===== src/rtl/pc_stack_if.sv =====
// Control and status bundle between the instruction decoder and the program-counter unit.
interface pc_stack_if #(
  parameter int PC_W   = 8,
  parameter int OFFS_W = 8,
  parameter int DEPTH  = 4
);
  localparam int DW = $clog2(DEPTH + 1);

  logic              en;
  logic              branch;
  logic              call;
  logic              ret;
  logic [OFFS_W-1:0] offset;
  logic              clear_err;
  logic [PC_W-1:0]   pc;
  logic [PC_W-1:0]   ret_top;
  logic [DW-1:0]     depth;
  logic              full;
  logic              empty;
  logic              overflow;
  logic              underflow;

  modport master (
    output en, branch, call, ret, offset, clear_err,
    input  pc, ret_top, depth, full, empty, overflow, underflow
  );

  modport slave (
    input  en, branch, call, ret, offset, clear_err,
    output pc, ret_top, depth, full, empty, overflow, underflow
  );
endinterface


===== src/rtl/pc_stack_unit.sv =====
// Program counter with internal sequential/relative target arithmetic and a hardware return-address stack.
module pc_stack_unit #(
  parameter int          PC_W     = 8,
  parameter int          OFFS_W   = 8,
  parameter int          DEPTH    = 4,
  parameter int          WRAP     = 0,
  parameter logic [PC_W-1:0] RESET_PC = '0
) (
  input  logic       clk,
  input  logic       reset,
  pc_stack_if.slave  bus
);
  localparam int DW = $clog2(DEPTH + 1);
  localparam int PW = (DEPTH > 1) ? $clog2(DEPTH) : 1;

  logic [PC_W-1:0] pc_q, pc_d;
  logic [PC_W-1:0] stack_q [DEPTH];
  logic [PW-1:0]   ptr_q, ptr_d;    // next free slot; oldest entry when full
  logic [DW-1:0]   depth_q, depth_d;
  logic            ovf_q, unf_q;
  logic            push, ovf_set, unf_set;
  logic [PC_W-1:0] seq, rel, top;
  logic            is_full, is_empty;

  function automatic logic [PW-1:0] ptr_inc(input logic [PW-1:0] p);
    return (p == PW'(DEPTH - 1)) ? '0 : p + 1'b1;
  endfunction

  function automatic logic [PW-1:0] ptr_dec(input logic [PW-1:0] p);
    return (p == '0) ? PW'(DEPTH - 1) : p - 1'b1;
  endfunction

  assign seq      = pc_q + 1'b1;
  // Size cast of a signed operand sign-extends when widening and truncates when narrowing.
  assign rel      = pc_q + PC_W'(signed'(bus.offset));
  assign is_full  = (depth_q == DW'(DEPTH));
  assign is_empty = (depth_q == '0);
  assign top      = stack_q[ptr_dec(ptr_q)];

  // NOTE: every combinational output gets a default first so no path leaves it unassigned (no latch).
  always_comb begin
    pc_d    = seq;
    depth_d = depth_q;
    ptr_d   = ptr_q;
    push    = 1'b0;
    ovf_set = 1'b0;
    unf_set = 1'b0;
    if (!bus.en) begin
      pc_d = pc_q;
    end else if (bus.ret) begin
      if (!is_empty) begin
        pc_d    = top;
        depth_d = depth_q - 1'b1;
        ptr_d   = ptr_dec(ptr_q);
      end else begin
        unf_set = 1'b1;
      end
    end else if (bus.call) begin
      if (!is_full) begin
        push    = 1'b1;
        pc_d    = rel;
        depth_d = depth_q + 1'b1;
        ptr_d   = ptr_inc(ptr_q);
      end else if (WRAP != 0) begin
        push    = 1'b1;
        pc_d    = rel;
        ptr_d   = ptr_inc(ptr_q);
      end else begin
        ovf_set = 1'b1;
      end
    end else if (bus.branch) begin
      pc_d = rel;
    end
  end

  // NOTE: state registers use non-blocking assignments so all flops update from pre-edge values.
  always_ff @(posedge clk or posedge reset) begin
    if (reset) begin
      pc_q    <= RESET_PC;
      ptr_q   <= '0;
      depth_q <= '0;
      ovf_q   <= 1'b0;
      unf_q   <= 1'b0;
    end else begin
      pc_q    <= pc_d;
      ptr_q   <= ptr_d;
      depth_q <= depth_d;
      ovf_q   <= ovf_set | (ovf_q & ~bus.clear_err);
      unf_q   <= unf_set | (unf_q & ~bus.clear_err);
    end
  end

  // NOTE: the stack array is reset on purpose so stale return addresses never survive a reset.
  always_ff @(posedge clk or posedge reset) begin
    if (reset) begin
      for (int i = 0; i < DEPTH; i++) stack_q[i] <= '0;
    end else if (push) begin
      stack_q[ptr_q] <= seq;
    end
  end

  assign bus.pc        = pc_q;
  assign bus.ret_top   = is_empty ? '0 : top;
  assign bus.depth     = depth_q;
  assign bus.full      = is_full;
  assign bus.empty     = is_empty;
  assign bus.overflow  = ovf_q;
  assign bus.underflow = unf_q;
endmodule


===== src/flat_wrapper.sv =====
// flat-port wrapper written by rule: the top's interface ports become plain ports
module pc_stack_unit_flat 
#(
  parameter int          PC_W     = 8,
  parameter int          OFFS_W   = 8,
  parameter int          DEPTH    = 4,
  parameter int          WRAP     = 0,
  parameter logic [PC_W-1:0] RESET_PC = '0
)
  (clk, reset, bus_en, bus_branch, bus_call, bus_ret, bus_offset, bus_clear_err, bus_pc, bus_ret_top, bus_depth, bus_full, bus_empty, bus_overflow, bus_underflow);
  pc_stack_if #(.PC_W(PC_W), .OFFS_W(OFFS_W), .DEPTH(DEPTH)) bus_i ();
  input  logic clk;
  input  logic reset;
  input wire logic [$bits(bus_i.en)-1:0] bus_en;
  input wire logic [$bits(bus_i.branch)-1:0] bus_branch;
  input wire logic [$bits(bus_i.call)-1:0] bus_call;
  input wire logic [$bits(bus_i.ret)-1:0] bus_ret;
  input wire logic [$bits(bus_i.offset)-1:0] bus_offset;
  input wire logic [$bits(bus_i.clear_err)-1:0] bus_clear_err;
  output wire logic [$bits(bus_i.pc)-1:0] bus_pc;
  output wire logic [$bits(bus_i.ret_top)-1:0] bus_ret_top;
  output wire logic [$bits(bus_i.depth)-1:0] bus_depth;
  output wire logic [$bits(bus_i.full)-1:0] bus_full;
  output wire logic [$bits(bus_i.empty)-1:0] bus_empty;
  output wire logic [$bits(bus_i.overflow)-1:0] bus_overflow;
  output wire logic [$bits(bus_i.underflow)-1:0] bus_underflow;
  assign bus_i.en = bus_en;
  assign bus_i.branch = bus_branch;
  assign bus_i.call = bus_call;
  assign bus_i.ret = bus_ret;
  assign bus_i.offset = bus_offset;
  assign bus_i.clear_err = bus_clear_err;
  assign bus_pc = bus_i.pc;
  assign bus_ret_top = bus_i.ret_top;
  assign bus_depth = bus_i.depth;
  assign bus_full = bus_i.full;
  assign bus_empty = bus_i.empty;
  assign bus_overflow = bus_i.overflow;
  assign bus_underflow = bus_i.underflow;
  pc_stack_unit #(.PC_W(PC_W), .OFFS_W(OFFS_W), .DEPTH(DEPTH), .WRAP(WRAP), .RESET_PC(RESET_PC)) u_core (.clk(clk), .reset(reset), .bus(bus_i));
endmodule

===== config.mk =====
export PLATFORM = sky130hd
export DESIGN_NAME = pc_stack_unit_flat
export DESIGN_NICKNAME = d
export VERILOG_FILES = /design/src/rtl/pc_stack_if.sv /design/src/rtl/pc_stack_unit.sv /design/src/flat_wrapper.sv
export SDC_FILE = /design/constraint.sdc
export NUM_CORES = 1
export LEC_CHECK = 0
export BUFFER_PORTS_ARGS = -buffer_cell sky130_fd_sc_hd__buf_2
export CAP_MARGIN = 5
export CORE_MARGIN = 2
export CORE_UTILIZATION = 40
export DETAILED_ROUTE_END_ITERATION = 10
export PLACE_DENSITY = 0.65
export SYNTH_ARGS = -nofsm -noshare
export SYNTH_HDL_FRONTEND = slang
export SYNTH_SLANG_ARGS = --single-unit
export TNS_END_PERCENT = 5

===== constraint.sdc =====
create_clock -name clk -period 3.7 [get_ports clk]
set_clock_uncertainty 0.15 [all_clocks]
set_input_delay 0.74 -clock clk [delete_from_list [all_inputs] [get_ports clk]]
set_output_delay 0.74 -clock clk [all_outputs]
set_load 0.05 [all_outputs]

==> flow_metrics.py <==
metrics = {
    "run_status": {
        "status": "completed",
    },
    "worst_hold_path": {
        "hold_depth": 2,
        "hold_class": "register to register",
        "min_to": "u_core.stack_q[24]$_DFFE_PP0P_",
        "hp-start": "u_core.stack_q[24]$_DFFE_PP0P_",
    },
    "sta": {
        "fin_crit_sh_pct": 94.33,
        "setup_viol": 0,
        "worstMarginPinSlew_ns": 0.9615,
        "maxSlewViolCount": 0,
        "hold_viol_final": 0,
        "worst_hold_slack_ns": 0.3286,
        "fmax_ghz": 0.2865,
        "fin_crit_ns": 3.490,
        "rsz0062_at_grt": "no",
        "max_slew_margin_pct": 35.81,
        "fin_setup_tns_ns": 0,
    },
    "worst_setup_path": {
        "cp_max_fo": 9,
        "cp_data_required_time_ns": 2.81,
        "end_kind": "output port",
        "crit-reg2reg-capture": "u_core.bus.pc[1]$_DFFE_PP0P_",
        "timing.rr.start": "u_core.ptr_q[0]$_DFFE_PP0P_",
        "cp-start-kind": "register",
        "path_buf_inv": 2,
        "reg2reg_depth": 7,
        "worst-setup-path-type": "register to output port",
        "cpLargestDelayFamily": "simple AND/OR/NAND/NOR gates",
        "cpPeakStageDelay_ns": 0.67,
        "crit_arrival_ns": 2.60,
        "cp_cell_sequence": "inv_1 > ha_1 > nand2b_1 > mux4_1 > and2_1 > buf_2",
        "slowest_stage": "mux4_1",
        "rrSetupSlack_ns": 1.03,
    },
    "final_layout": {
        "fill_cells": 666,
        "syn_to_final_growth_pct": 12.21,
        "final_util_pct": 46.47,
        "drive_above_1_share_pct": 31.62,
        "multi_input_area_sq_um": 1535,
        "stdcell_area_sq_um": 3174,
        "final_cell_mix": "dfrtp_1, buf_2, mux2_2, nand2_1",
        "final_common_cell": "dfrtp_1",
        "antenna_cells": 0,
        "ff_latch_area_sq_um": 1176,
        "fin_nets": 319,
    },
    "synthesis": {
        "synthTopCellsByArea": "dfrtp_1, mux2_2, ha_1",
        "synth_area_leader_cell": "dfrtp_1",
        "synth_warnings": 0,
        "yosysTopAreaCellShare_pct": 41.57,
        "ys_ff_latch": 47,
        "yosysSeqAreaShare_pct": 41.57,
        "synth.avg_cell_area_sq_um": 11.18,
        "syn_inst": 253,
        "synth_fp_nets": 282,
        "synth_edf_count": 0,
        "async_flop_share_pct": 100.0,
        "synthFlopType": "dfrtp_1",
        "synth_area_sq_um": 2829,
        "ys_types": 50,
    },
    "clock_tree": {
        "cts_tree": "built",
        "clkSlewWorstSetupHoldPaths_ns": 0.08,
        "cts-buffers-inserted": 5,
        "htree_levels": 2,
        "hold_buffers": 0,
        "clock_path_buffers": 2,
        "cts-root-buf": "clkbuf_8",
        "clock_latency_ns": 0.30,
        "cts_sinks": 47,
        "ctsResizeCount": 0,
        "post-cts-setup-buffers": 0,
    },
    "detailed_routing": {
        "drt-pass1-iter-count": 4,
        "ant_nets": 0,
        "drt_iter0_markers": 121,
        "viasPerCell": 5.416,
        "wire_per_inst_um": 16.23,
        "drt-total-wl_um": 6282,
        "drc": 0,
        "vias": 2096,
    },
    "global_routing": {
        "grt_pass1_wl_um": 10490,
        "grt_max_degree": 48,
        "grt_overflow": 0,
        "grt_use_total_pct": 17.66,
        "antenna_found_initial": 0,
        "first_global_vias": 2072,
    },
    "floorplanning": {
        "die_area_sq_um": 7761,
        "fp.dieW_um": 88.10,
        "die_h_um": 88.10,
        "start_util_pct": 41.41,
        "boundaryPins": 38,
        "rows": 30,
        "core-area_sq_um": 6832,
    },
    "place": {
        "dpl_cell_area_sq_um": 3089,
        "portBuffers": 37,
        "dpl.hpwl_um": 4656,
        "place.gp.congestion": 0.8346,
    },
    "run": {
        "cap_violations": 0,
    },
}
stage by stage:
step                      cells  setup WS (ns)
final                       387         0.2100
after detailed placement    379         0.5273
after global placement      379         0.6472
after CTS                   387         0.1869
after global routing        387        0.06435
after floorplan             253         0.9241
registers in the layout, indices dropped and copies added (netlist names):
name                  cells
u_core.bus.pc             8
u_core.bus.depth          3
u_core.bus.overflow       1
u_core.stack_q           32
u_core.bus.underflow      1
u_core.ptr_q              2
logic make-up (layout without fill, tap and decap cells):
| kind of cell | after synthesis | count (layout) | share of synthesized area (%) |
|---|---|---|---|
| xor gates and xnor gates | 15 | 15 | 4.644 |
| AOI/OAI and AO/OA | 51 | 51 | 11.90 |
| and+or+nand+nor | 62 | 62 | 11.81 |
| DFF | 47 | 47 | 41.57 |
| buffers and inverters | 25 | 63 | 4.157 |
| adders and majority gates | 14 | 14 | 6.723 |
| muxes | 39 | 39 | 19.20 |
worst reg2reg max path, delay by kind of cell (launching register included):
family,cells,cell delay (ns)
buffers and inverters,1,0.12
muxes,1,0.61
DFF,1,0.44
adders and majority gates,1,0.19
AOI/OAI and AO/OA,2,0.36
and+or+nand+nor,2,0.69
cell usage after synthesis (all sizes together) (2+ instances only):
cell and instances:
fa 2, a211oi 5, nor2 16, buf 5, dfrtp 47, xnor2 10, o211ai 2, nor3 2
o21ai 14, xor2 5, nand2 16, or3 3, mux2 30, a21oi 12, nand2b 2, inv 16
mux4 8, clkbuf 3, and2 8, ha 12, o221a 2, nand4 4, nand3 9, a211o 2
how the worst max path moves through the flow:
stage | from | to | slack [ns] | depth (start not counted)
floorplan | u_core.ptr_q[0]$_DFFE_PP0P_ | bus_ret_top[7] | 0.92 | 5
global placement | u_core.ptr_q[0]$_DFFE_PP0P_ | bus_ret_top[5] | 0.65 | 6
detailed placement | u_core.ptr_q[0]$_DFFE_PP0P_ | bus_ret_top[5] | 0.53 | 6
CTS | u_core.ptr_q[0]$_DFFE_PP0P_ | bus_ret_top[5] | 0.19 | 6
global route | u_core.ptr_q[0]$_DFFE_PP0P_ | bus_ret_top[5] | 0.06 | 6
finish | u_core.ptr_q[0]$_DFFE_PP0P_ | bus_ret_top[5] | 0.21 | 6
cell type report:
class	instances	area share, %
clock buffers	6	2.286
inverters	17	2.050
flip-flops and latches	47	37.05
multi-input cells	181	48.36
well taps	96	3.784
clock inverters	2	0.3942
repair buffers	38	6.070
per-layer routing:
layer	wire (um)	share of wire [%]	vias to the layer above	track usage, %
met5	0	0	-	0
met4	73	1.2	0	5.372
met3	314	5.0	6	3.864
met2	3235	51	48	31.20
met1	2659	42	1041	21.63
li1	-	-	1001	-
Power is left out: the tool's default activity adds up to more than one toggle a clock period on the data nets, which glitch-free logic cannot reach.
